`src/rtl/ss_tr_dist_16b_pkg.sv`:
```
// Shared definitions for the tr distribution datapath: data width,
// destination count, destination codes and the commit decode helpers.
package ss_tr_dist_16b_pkg;

    localparam int TR_W    = 16;
    localparam int NUM_DST = 5;
    localparam int CNT_W   = 8;

    // Destination codes; 6 and 7 are illegal and must never write.
    typedef enum logic [2:0] {
        DST_A    = 3'd0,
        DST_B    = 3'd1,
        DST_C    = 3'd2,
        DST_D    = 3'd3,
        DST_E    = 3'd4,
        DST_ALL  = 3'd5,
        DST_ILL6 = 3'd6,
        DST_ILL7 = 3'd7
    } dst_e;

    // One-hot write enables for a destination code; broadcast sets all.
    function automatic logic [NUM_DST-1:0] dst_decode(input dst_e code);
        logic [NUM_DST-1:0] en;
        en = '0;
        case (code)
            DST_A:   en = 5'b00001;
            DST_B:   en = 5'b00010;
            DST_C:   en = 5'b00100;
            DST_D:   en = 5'b01000;
            DST_E:   en = 5'b10000;
            DST_ALL: en = 5'b11111;
            default: en = '0;
        endcase
        return en;
    endfunction

    function automatic logic dst_legal(input dst_e code);
        return (code <= DST_ALL);
    endfunction

endpackage

```
`src/rtl/ss_tr_dist_16b_reg.sv`:
```
// One destination register: 16-bit, synchronous active-high reset,
// loaded only when its commit enable is high.
module ss_reg_16b
    import ss_tr_dist_16b_pkg::*;
(
    input  logic            clk,
    input  logic            reset,
    input  logic            we,
    input  logic [TR_W-1:0] d,
    output logic [TR_W-1:0] q
);

    // Hold value unless the commit stage selects this destination.
    always_ff @(posedge clk) begin
        if (reset)
            q <= '0;
        else if (we)
            q <= d;
    end

endmodule

```
`src/rtl/ss_tr_dist_16b.sv`:
```
// Two-stage temp-register distributor: stage 1 captures tr/tr_dst on
// tr_read, stage 2 commits into one or all of five destination registers.
// Tracks per-destination valid flags, flags illegal codes and counts
// legal commits.
module ss_tr_dist_16b
    import ss_tr_dist_16b_pkg::*;
(
    input  logic               clk,
    input  logic               reset,
    input  logic [TR_W-1:0]    tr,
    input  logic               tr_read,
    input  logic [2:0]         tr_dst,
    input  logic [NUM_DST-1:0] ack,
    output logic [TR_W-1:0]    a,
    output logic [TR_W-1:0]    b,
    output logic [TR_W-1:0]    c,
    output logic [TR_W-1:0]    d,
    output logic [TR_W-1:0]    e,
    output logic [NUM_DST-1:0] vld,
    output logic               err,
    output logic               pend,
    output logic [CNT_W-1:0]   wr_cnt
);

    logic                            s1_vld;
    logic [TR_W-1:0]                 s1_data;
    dst_e                            s1_dst;
    logic [NUM_DST-1:0]              wr_en;
    logic                            commit_ok;
    logic                            commit_bad;
    logic [NUM_DST-1:0][TR_W-1:0]    dst_q;

    // Stage 1: capture a request every strobed cycle; valid drops when idle.
    always_ff @(posedge clk) begin
        if (reset) begin
            s1_vld  <= 1'b0;
            s1_data <= '0;
            s1_dst  <= DST_A;
        end else begin
            s1_vld <= tr_read;
            if (tr_read) begin
                s1_data <= tr;
                s1_dst  <= dst_e'(tr_dst);
            end
        end
    end

    // Stage 2 decode: enables only exist while a captured request is valid.
    assign wr_en      = s1_vld ? dst_decode(s1_dst) : '0;
    assign commit_ok  = s1_vld &&  dst_legal(s1_dst);
    assign commit_bad = s1_vld && !dst_legal(s1_dst);
    assign pend       = s1_vld;

    // Flags and counter: commit beats ack on the same bit; err is a pulse.
    always_ff @(posedge clk) begin
        if (reset) begin
            vld    <= '0;
            err    <= 1'b0;
            wr_cnt <= '0;
        end else begin
            vld <= (vld & ~ack) | wr_en;
            err <= commit_bad;
            if (commit_ok)
                wr_cnt <= wr_cnt + 1'b1;
        end
    end

    for (genvar i = 0; i < NUM_DST; i++) begin : g_dst
        ss_reg_16b u_reg (
            .clk   (clk),
            .reset (reset),
            .we    (wr_en[i]),
            .d     (s1_data),
            .q     (dst_q[i])
        );
    end

    assign a = dst_q[0];
    assign b = dst_q[1];
    assign c = dst_q[2];
    assign d = dst_q[3];
    assign e = dst_q[4];

endmodule

```
`config.mk`:
```
export PLATFORM = sky130hd
export DESIGN_NAME = ss_tr_dist_16b
export DESIGN_NICKNAME = d
export VERILOG_FILES = /design/src/rtl/ss_tr_dist_16b_pkg.sv /design/src/rtl/ss_tr_dist_16b_reg.sv /design/src/rtl/ss_tr_dist_16b.sv
export SDC_FILE = /design/constraint.sdc
export NUM_CORES = 1
export LEC_CHECK = 0
export CORE_MARGIN = 3
export CORE_UTILIZATION = 47
export DETAILED_ROUTE_END_ITERATION = 10
export PLACE_DENSITY = 0.79
export SLEW_MARGIN = 20
export SYNTH_ARGS = -nofsm -noshare
export SYNTH_HDL_FRONTEND = slang
export SYNTH_HIERARCHICAL = 1
export SYNTH_SLANG_ARGS = --single-unit
```
`constraint.sdc`:
```
create_clock -name clk -period 1.88 [get_ports clk]
set_input_delay 0.282 -clock clk [delete_from_list [all_inputs] [get_ports clk]]
set_output_delay 0.282 -clock clk [all_outputs]
set_load 0.005 [all_outputs]
```
==> results of run 1 <==
-- report_power, final --
part / internal, W / total, W / leakage (nW) / switching (W)
sequential: 0.00247 / 0.00253 / 0.923 / 0.0000651
combinational: 0.000177 / 0.000315 / 1.03 / 0.000138
clock: 0.00260 / 0.00367 / 0.328 / 0.00107
-- cells by family (layout without fill, tap and decap cells) --
| group | count (synthesis) | count (layout) |
|---|---|---|
| simple gates | 130 | 130 |
| flops | 114 | 114 |
| mux | 100 | 100 |
| buf+inv | 32 | 165 |
| compound gates | 19 | 19 |
| xor+xnor | 3 | 3 |
| fa+ha+maj | 1 | 1 |
-- cell type report --
cell class              count  area (sq um)
well taps                 108           135
repair buffers            130          1360
inverters                   3          11.3
multi-input cells         253          1710
clock inverters             8           195
clock buffers              24           490
flip-flops and latches    114          2280
fillers                   649          2570
-- final timing paths --
kind                                 from                   to  slack (ps)  depth (start not counted)
worst min-delay path                reset  g_dst[3].u_reg/q[1]         180                          2
worst max-delay path            wr_cnt[3]            wr_cnt[3]         130                          1
worst max register to register  s1_dst[2]  g_dst[2].u_reg/q[5]         220                          6
worst min register to register  wr_cnt[7]            wr_cnt[7]         490                          2
-- metrics by stage --
| step | power (W) | instance area (sq um) | hold WS, ps | worst slack [ps] | cells |
|---|---|---|---|---|---|
| 2_1_floorplan | 0.00275 | 4270 | 429 | 416 | 399 |
| 3_3_place_gp | 0.00289 | 5500 | 461 | 318 | 608 |
| 3_5_place_dp | 0.00289 | 5500 | 475 | 238 | 608 |
| 4_1_cts | 0.00656 | 6190 | 169 | 92.3 | 640 |
| 5_1_grt | 0.00672 | 6190 | 184 | 40.2 | 640 |
| 6_report | 0.00651 | 6190 | 184 | 130 | 640 |
-- state kept, by name, indices dropped and copies added (netlist names) --
register and flops:
err 1, vld 5, g_dst.u_reg/q 80, pend 1, wr_cnt 8, s1_data 16
s1_dst 3
-- layer usage --
| layer | vias up | global-route usage (%) | wire length, um |
|---|---|---|---|
| met5 | - | 0 | 0 |
| met4 | 0 | 8.08 | 85 |
| met2 | 120 | 35.5 | 5290 |
| met3 | 10 | 8.33 | 886 |
| met1 | 1553 | 25.7 | 4450 |
| li1 | 1578 | - | - |
-- timing repair --
item                                    4_1_cts  5_1_grt
hold buffers                                  0        0
resized for setup                             0        1
endpoints found under the setup margin        0        1
-- cell usage in the layout, fill, tap and decap left out, drive strengths merged, types with 2 or more instances in the layout --
cell / count
a21oi: 10
and2: 3
buf: 10
bufinv: 6
clkbuf: 24
clkdlybuf4s50: 120
clkinvlp: 2
dfxtp: 114
inv: 3
mux2i: 100
nand2: 2
nand3: 3
nor2: 105
nor2b: 5
o21ai: 4
o31ai: 3
or3: 3
or4: 3
xor2: 2
==> run_results.csv, run 1 <==
group,metric,value,unit
synthesis,muxShareOfSynthArea,23.5,%
floorplanning,die_w,101,um
synthesis,synth_edf_count,0,
synthesis,yosysMostFrequentCell,"dfxtp_1",
pwr,vdd_drop_max,765,uV
sta,finalCritPeriodShare,93.1,%
critical_path,cp-start-kind,"register",
cts,clkLatencyLatePin,510,ps
synthesis,synthTopCellsByCount,"dfxtp_1 (114), nor2_1 (105), mux2i_1 (100)",
placed_design,place_congestion,0.803,
cts,cts_tree,"yes",
sta,fin_tns_setup,0,ps
grt,grt_pass1_wl,16900,um
cts,clockBufferDepth,2,
sta,setup_viol,0,
final_layout,diodes,0,
critical_path,crit_path_max_incr_delay,540,ps
floorplanning,floorplan.initialDensity,48.7,%
cts,clk_pin_slew,50,ps
cts,cts_buffers,17,
synthesis,dominantRegCellSynth,"dfxtp_1",
final_layout,final_core_util,70.6,%
routing,wirelength,10700,um
critical_path,cp_max_fo,7,
cts,ctsHtreeMaxLevel,4,
synthesis,yosys_register_bits,114,
critical_path,critPathTopFamily,"buffers and inverters",
grt,antenna_found_initial,0,
placed_design,io_buffers,121,
grt,grt_usage,21.6,%
synthesis,synth-xor-area-share,0.616,%
sta,fin_crit,1750,ps
critical_path,crit_path_cell_trace,"clkdlybuf4s50_1",
grt,grt_max_degree,39,
floorplanning,die_h,101,um
final_layout,drive_gt1_share,8.65,%
cts,cts.sinks,114,
sta,slew_headroom,71.4,%
cts,root_buffer,"clkbuf_8",
floorplanning,die_area,10300,sq um
sta,rsz0062_at_grt,"false",
critical_path,critPathBufInv,1,
floorplanning,io_pins,122,
critical_path,criticalPathCategory,"register to output port",
synthesis,syn_inst,399,
routing,drt_pass1_iterations,5,
critical_path,crit_path_end_kind,"output port",
routing,drtAntennaViolNets,0,
synthesis,yosys.area_share.adder,0.293,%
pwr,leakage,2.28,nW
cts,post_cts_buffers,0,
status,status,"finished, final reports clean",
grt,grt_pass1_vias,3250,
final_layout,finalNetCount,547,
sta,skew,6.48,ps
floorplanning,core,8760,sq um
placed_design,place_hpwl,7130,um
synthesis,synth_area,4270,sq um
routing,via_count,3261,
sta,tightest_slew,429,ps
sta,hold_violations,0,
routing,wire_per_inst,16.7,um
worst_hold_path,hold_path_class,"primary input to register",
routing,via_per_inst,5.10,
critical_path,crit_arrival,1470,ps
pwr,pwr_density_cell,1050,nW/um^2
synthesis,synth_area_per_cell,10.7,sq um
critical_path,slowest_stage,"clkdlybuf4s50_1",
synthesis,synth_top_area_share,53.5,%
floorplanning,rows,34,
routing,drtIter0Drc,100,
critical_path,worst_ep_required_time,1600,ps
synthesis,synth.distinct_cells,32,
synthesis,ys_seq_area_share,53.5,%
synthesis,async_flop_share,0,%
synthesis,synth_warnings,6,
synthesis,yosysTopAreaCell,"dfxtp_1",
sta,maxSlewViolCount,0,
synthesis,synth-simple-area-share,13.1,%
synthesis,synth_compound_area_share,2.61,%
routing,drcViolationCount,0,
synthesis,syn_nets,427,
sta,fmax,0.571,GHz
flow_run,cap_violations,0,
final_layout,area_growth,45.1,%
synthesis,synth_area_leaders,"dfxtp_1 (54%), mux2i_1 (23%), nor2_1 (9.2%)",
synthesis,synth_top_family_by_area,"multiplexers",
grt,grt_remaining_overflow,0,
Note: power is estimated with default switching activity, not from simulation.
==> inputs of run 2 (changes only) <==
Settings changed: CORE_MARGIN 3 to not set.
==> run 2 against run 1 <==
Non-clock buffer count is the same. Setup slack lost 12 ps. Clock skew grew 1.3 ps. Core utilization shrank 0.60 points. Power shrank 5.6%.
==> run_results.csv, run 2 (synthesized netlist as in run 1, its figures left out) <==
group,metric,value,unit
routing,via_per_inst,5.05,
pwr,total_power,0.00615,W
final_layout,final_cell_mix,"clkdlybuf4s50_1 (120), dfxtp_1 (114), nor2_1 (105)",
critical_path,reg2reg_to,"g_dst[1].u_reg/q[13]",
critical_path,slowest_stage,"clkdlybuf4s50_1",
sta,tightest_slew,447,ps
critical_path,reg2reg_slack,290,ps
sta,rsz0062_at_grt,"false",
cts,cts.sinks,114,
sta,fmax,0.567,GHz
worst_hold_path,holdCritStartpoint,"reset",
grt,antenna_found_initial,0,
cts,clk_pin_slew,60,ps
final_layout,finalNetCount,547,
routing,drt_pass1_iterations,4,
critical_path,crit_end,"wr_cnt[3]",
placed_design,io_buffers,121,
routing,drtAntennaViolNets,0,
critical_path,cp_max_fo,7,
critical_path,critPathTopFamily,"buffers and inverters",
sta,maxSlewViolCount,0,
sta,slew_headroom,70.2,%
floorplanning,die_area,9460,sq um
pwr,vdd_drop_max,937,uV
final_layout,stdcell_count,640,
critical_path,critPathBufInv,1,
cts,ctsHoldBuffers,0,
critical_path,cp-start-kind,"register",
critical_path,crit_path_max_incr_delay,540,ps
floorplanning,rows,34,
grt,grt_pass1_vias,3173,
critical_path,cp.depth,1,
critical_path,worst_ep_required_time,1600,ps
floorplanning,io_pins,122,
final_layout,final_common_cell,"clkdlybuf4s50_1",
placed_design,dp.cells,608,
floorplanning,die_h,97.3,um
sta,finalCritPeriodShare,93.7,%
grt,grt_remaining_overflow,0,
final_layout,final_core_util,70.0,%
status,status,"finished, final reports clean",
critical_path,crit_path_start,"wr_cnt[3]",
cts,cts_tree,"yes",
final_layout,largest_reg_flops,80,
critical_path,r2r_start,"pend",
floorplanning,die_w,97.3,um
sta,whs,207,ps
cts,clkLatencyLatePin,500,ps
routing,drtIter0Drc,92,
cts,root_buffer,"clkbuf_8",
routing,wire_per_inst,15.5,um
routing,via_count,3231,
flow_run,cap_violations,0,
pwr,leakage,2.25,nW
routing,drcViolationCount,0,
final_layout,drive_gt1_share,8.83,%
final_layout,diodes,0,
sta,skew,7.83,ps
placed_design,place_hpwl,6690,um
critical_path,crit_arrival,1480,ps
critical_path,criticalPathCategory,"register to output port",
cts,cts-resized-gates,0,
grt,grt_max_degree,44,
worst_hold_path,hold_path_class,"primary input to register",
critical_path,crit_path_end_kind,"output port",
final_layout,area_growth,43.9,%
sta,hold_violations,0,
sta,fin_tns_setup,0,ps
final_layout,fillCellCount,646,
final_layout,top_regs,"g_dst.u_reg/q (80), s1_data (16), wr_cnt (8)",
cts,clockBufferDepth,2,
floorplanning,core,8760,sq um
pwr,pwr_density_cell,1000,nW/um^2
critical_path,crit_path_cell_trace,"clkdlybuf4s50_1",
grt,grt_pass1_wl,16000,um
placed_design,place_congestion,0.813,
cts,ctsHtreeMaxLevel,4,
cts,post_cts_buffers,0,
grt,grt_usage,21.5,%
sta,fin_crit,1760,ps
floorplanning,floorplan.initialDensity,48.7,%
routing,wirelength,9940,um
final_layout,regMostFlops,"g_dst.u_reg/q",
cts,cts_buffers,17,
sta,setup_viol,0,
critical_path,worstRegToRegCells,5,
## run 2: final cells by class
cell class	instances	area (sq um)	area share (%)
inverters	3	11.3	0.183
multi-input cells	253	1710	27.8
flip-flops and latches	114	2280	37.2
repair buffers	130	1380	22.4
well taps	108	135	2.20
clock inverters	15	209	3.40
clock buffers	17	414	6.75
## run 2: through the flow
step | setup slack (ps) | instance area [sq um]
after floorplan | 416 | 4270
after global placement | 363 | 5510
after detailed placement | 325 | 5510
after CTS | 96.6 | 6140
after global routing | 53.9 | 6140
final | 118 | 6140
## run 2: worst min-delay path by stage
stage | end | slack, ps | depth (start not counted)
after floorplan | s1_dst[2] | 430 | 2
after global placement | wr_cnt[7] | 460 | 2
after detailed placement | vld[2] | 480 | 2
after CTS | g_dst[3].u_reg/q[15] | 190 | 2
after global routing | g_dst[3].u_reg/q[15] | 190 | 2
final | g_dst[3].u_reg/q[15] | 210 | 2
## run 2: routing by layer
metal,part of all wire [%],vias up,GRT usage (%)
met4,1.8,0,7.69
li1,-,1586,-
met5,0,-,0
met2,46,115,34.7
met1,45,1515,25.1
met3,7.7,15,10.1
## run 2: power breakdown
group	internal, W	leakage (nW)	switching, W	total (W)
Combinational	0.000178	1.04	0.000136	0.000314
Clock	0.00216	0.294	0.00114	0.00331
Sequential	0.00246	0.923	0.0000630	0.00253
Total	0.00480	2.25	0.00134	0.00615
==> inputs of run 3 (changes only) <==
Settings changed: GPL_TIMING_DRIVEN set to 1.
==> results of run 3 <==
Final layout, timing and power as in run 2 (identical DEF).
==> variant 1 (settings of run 2) <==
`TR_W`: 16 -> 32.
--- a/src/rtl/ss_tr_dist_16b_pkg.sv
+++ b/src/rtl/ss_tr_dist_16b_pkg.sv
@@ -3,5 +3,5 @@
 package ss_tr_dist_16b_pkg;
 
-    localparam int TR_W    = 16;
+    localparam int TR_W    = 32;
     localparam int NUM_DST = 5;
     localparam int CNT_W   = 8;
Interface: changed (6 resized); port bits go from 122 to 218. The function was not compared with the original's and may differ.
==> variant 1 against run 2 <==
Worst setup slack improved by 10 ps. Area after synthesis up 81%. Final area is 75% higher. Wire length grew 91%. Sequential share of layout area rose by 2.0 points. Sequential cell count is 96 higher. Total power rose by 60%.
==> variant 1: results (changes against run 2) <==
- Cell variety after synth: 30 (-6.3%)
- Share of layout cells above drive strength 1: 6.64% (-2.2 points)
- Clk_lat worst skew: 480 ps (-20 ps)
- Met3 WL post-DR: 1.63 mm (+110%)
- Leak: 3.90 nW (+73%)
- DPL Wire Length: 12.8 mm (+92%)
- Max Root-Sink Buffers: 3 (+1)
- Dpl ws: 232 ps (-92.9 ps)
- Met2 wire len: 8.71 mm (+91%)
- Peak supply drop: 0.000605 V (-35%)
- Final net count: 963 (+76%)
- Port Buffers: 217 (+79%)
- Sequential cell area share: 39.2% (+2.0 points)
- DR pass1 iterations: 5 (+1)
- CTS root buf: clkbuf_16
- Synth cell count leaders: dfxtp_1, nor2_1, mux2i_1
- Vias in the first global route: 5506 (+74%)
- DRT iter0 DRCs: 203 (+120%)
- Ys async rst share: 0% (unchanged)
- Syn avg cell area: 10.9 um^2 (+2.4%)
- #FFs+latches synth: 210 (+84%)
- Number of non-clock buffers in the layout: 237 (+82%)
- Largest net degree at the start of global routing: 56 (+27%)
- Drt wl/cell: 16.5 um (+6.6%)
- Multi-input gates: 445 (+76%)
- Data buffer area share: 22.5% (+0.12 points)
- Main area contributors after synthesis: dfxtp_1, mux2i_1, nor2_1
- Switching Share: 20.7% (-1.2 points)
- Placed cells: 1111 (+83%)
- Status: complete, no violations
- Clk cell area share: 7.39% (-2.8 points)
- First-pass GRT wire length: 29.5 mm (+84%)
- Multi-input logic portion of the cell area: 28.2% (+0.40 points)
- Total GRT Usage: 22.2% (+0.73 points)
- TritonCTS Buffers: 22 (+5)
- Final wirelength: 19.0 mm (+91%)
- RD Place Congestion: 0.769 (-5.4%)
- Top flop regs: g_dst.u_reg/q x160, s1_data x32, wr_cnt x8
- Fillers: 1299 (+100%)
- CP arrival: ~1500 ps
- DRT met1 WL: 8.43 mm (+90%)
- Sequential fraction of the synthesis area: 54.5% (+0.99 points)
- Main synth FF type: dfxtp_1
- H-tree depth: 1 (-3)
- Slew @ Worst Pin: 374 ps (-73.1 ps)
- Final-layout clock buffer total: 33 (+16)
- Syn nets: 749 (+75%)
## variant 1: changes by cell type after synthesis, sizes merged
cell / change
mux2i: +96
clkbuf: +16
buf: +2
dfxtp: +96
nor2: +96
## variant 1: layer usage
layer,up-vias,track usage [%]
met5,-,0
met4,0,4.79
met3,26,7.59
met2,161,36.1
met1,2650,28.6
li1,2788,-
## variant 1: power groups by stage
stage | Clock (mW) | Combinational, mW | Sequential, mW
finish | 4.65 | 0.544 | 4.65
global route | 4.94 | 0.589 | 4.66
CTS | 4.74 | 0.548 | 4.65
detailed placement | 0 | 0.546 | 4.74
global placement | 0 | 0.539 | 4.74
floorplan | 0 | 0.328 | 4.70
## variant 1: path summary, 6_finish.rpt
kind / endpoint / startpoint / slack [ps] / cells past startpoint
worst max-delay path: pend / pend$_SDFF_PP0_ / 130 / 1
worst min-delay path: g_dst[4].u_reg/q[6]$_SDFFE_PP0P_ / reset / 160 / 2
worst max register to register: g_dst[2].u_reg/q[6]$_SDFFE_PP0P_ / s1_dst[2]$_SDFFE_PP0P_ / 200 / 6
worst min register to register: vld[2]$_SDFF_PP0_ / vld[2]$_SDFF_PP0_ / 480 / 2
## variant 1: logic make-up after synthesis
kind of cell	Yosys count	share of synthesized area, %
AO/OA/AOI/OAI	19	1.44
multiplexers	196	25.4
AND/OR/NAND/NOR	226	11.8
flip-flops	210	54.5
adder cells (fa/ha/maj)	1	0.162
buffers and inverters	50	6.29
XOR/XNOR	3	0.341
## variant 1: through the flow
step	hold WS, ps	cell area, um^2
after floorplan	354	7710
after global placement	463	9930
after detailed placement	472	9930
after CTS	154	10700
after global routing	166	10700
final	157	10700
==> variant 2 (flow settings as in run 2) <==
Made on the original files. The output `err` loses its register stage (`err` becomes a continuous assignment).
--- a/src/rtl/ss_tr_dist_16b.sv
+++ b/src/rtl/ss_tr_dist_16b.sv
@@ -56,13 +56,13 @@
         if (reset) begin
             vld    <= '0;
-            err    <= 1'b0;
             wr_cnt <= '0;
         end else begin
             vld <= (vld & ~ack) | wr_en;
-            err <= commit_bad;
             if (commit_ok)
                 wr_cnt <= wr_cnt + 1'b1;
         end
     end
+
+    assign err = commit_bad;
 
     for (genvar i = 0; i < NUM_DST; i++) begin : g_dst
Behaviour: not the same (Yosys sat finds a counterexample within 4 cycles, from zero or initial values and one cycle with reset high).
==> variant 2 against run 2 <==
Sequential cell count shrank 1. Non-clock buffer count increased by 6. Wire length is 3.1% higher. Largest cell class unchanged. Area after synthesis decreased by 1.0%. Clock skew increased by 4.7 ps. Final area is 0.77% lower. Hold slack lost 10 ps. Count of clock-buffer cells in the layout rose by 9. Clock power decreased by 7.9%. Largest power group unchanged. Worst setup slack worse by 48 ps. Total power decreased by 4.2%.
==> variant 2: results (changes against run 2) <==
- Status: complete, no violations
- Ys async rst share: 0% (unchanged)
- Synth cell count leaders: dfxtp_1, nor2_1, mux2i_1
- Largest net degree at the start of global routing: 52 (+18%)
- Cell variety after synth: 29 (-9.4%)
- Critical Path Fanout Max: 7 (unchanged)
- Rows: 34 (unchanged)
- Via count: 3321 (+2.8%)
- Clk_skew: 12.5 ps (+4.67 ps)
- Post-Synth Adder-Cell Area: 0.296% (+0.0030 points)
- Port Buffers: 121 (unchanged)
- Xor-xnor portion of the synthesized cell area: 0.622% (+0.0064 points)
- Share of synthesized area spent on multiplexers: 23.7% (+0.24 points)
- Vias in the first global route: 3141 (-1.0%)
- Synth Instances: 398 (-0.25%)
- Max Root-Sink Buffers: 2 (unchanged)
- Top flop regs: g_dst.u_reg/q x80, s1_data x16, wr_cnt x8
- Placed cells: 606 (-0.33%)
- DR pass1 iterations: 4 (unchanged)
- First-pass GRT wire length: 16.1 mm (+0.47%)
- Slew @ Worst Pin: 420 ps (-27.0 ps)
- Initial antenna violation count: 0 (unchanged)
- Drt wl/cell: 15.9 um (+2.5%)
- DPL Wire Length: 6.67 mm (-0.23%)
- Leak: 2.26 nW (+0.39%)
- Sequential fraction of the synthesis area: 53.6% (+0.081 points)
- Final net count: 552 (+0.91%)
- RD Place Congestion: 0.815 (+0.32%)
- Clk_lat worst skew: 500 ps (about the same)
- Yosys warnings: 6 (unchanged)
- Total GRT Usage: 22.0% (+0.44 points)
- DRC viols: 0 (unchanged)
- Final wirelength: 10.2 mm (+3.1%)
- Main area contributors after synthesis: dfxtp_1, mux2i_1, nor2_1
- Peak supply drop: 0.000742 V (-21%)
- Highest-delay cell along the critical path: clkdlybuf4s50_1
- DRT iter0 DRCs: 134 (+46%)
- Syn nets: 426 (-0.23%)
- H-tree depth: 4 (unchanged)
- CTS root buf: clkbuf_8
- Crit path largest cell delay: 500 ps (-40 ps)
- Largest delay share family, worst path: buffers and inverters
- Clock slew at reported path FFs: approximately 50 ps
- TritonCTS Buffers: 17 (unchanged)
- Share of layout cells above drive strength 1: 8.77% (-0.066 points)
- Ant. Diodes: 0 (unchanged)
- HP Class: input port to flip-flop
- DP Area: 5450 um^2 (-1.1%)
- Compound-Gate Fraction of Synth Area: 2.64% (+0.027 points)
variant 2: per-stage QoR:
step                      hold slack [ps]  setup WS (ps)
after floorplan                       429            440
after global placement                466            259
after detailed placement              480            200
after CTS                             180           7.45
after global routing                  185           2.22
final                                 196           69.3
variant 2: final timing paths:
check / to / from / cells after the start / slack (ps)
setup / recovery: err / s1_dst[2]$_SDFFE_PP0P_ / 2 / 70
hold / removal: g_dst[4].u_reg/q[15]$_SDFFE_PP0P_ / reset / 2 / 200
setup reg to reg: g_dst[2].u_reg/q[8]$_SDFFE_PP0P_ / s1_dst[2]$_SDFFE_PP0P_ / 7 / 150
hold reg to reg: vld[2]$_SDFF_PP0_ / vld[2]$_SDFF_PP0_ / 2 / 490
variant 2: cell type report:
class | count | area (um^2)
Fill cell | 636 | 2630
Clock buffer | 26 | 498
Clock inverter | 5 | 75.1
Multi-Input combinational cell | 253 | 1700
Inverter | 3 | 11.3
Timing Repair Buffer | 136 | 1400
Tap cell | 108 | 135
Sequential cell | 113 | 2270
variant 2: what timing repair did:
action | 4_1_cts | 5_1_grt
gates resized for setup | 4 | 2
endpoints found under the setup margin | 1 | 1
cloned | 0 | 0
setup buffers | 0 | 7
endpoints found under the hold margin | 0 | 0
variant 2: report_power, final:
group | internal, mW | total [mW] | leakage [nW] | switching [mW]
logic | 0.183 | 0.324 | 1.06 | 0.142
clock network | 2.05 | 3.05 | 0.285 | 1.01
registers | 2.44 | 2.51 | 0.917 | 0.0640
total | 4.67 | 5.89 | 2.26 | 1.21
variant 2: metal layers:
metal  vias to the layer above  part of all wire (%)  global-route usage, %
li1                       1592                     -                      -
met1                      1609                    47                   28.9
met2                       112                    46                   32.8
met3                         8                   6.4                   8.09
met4                         0                  0.82                   8.38
met5                         -                     0                      0
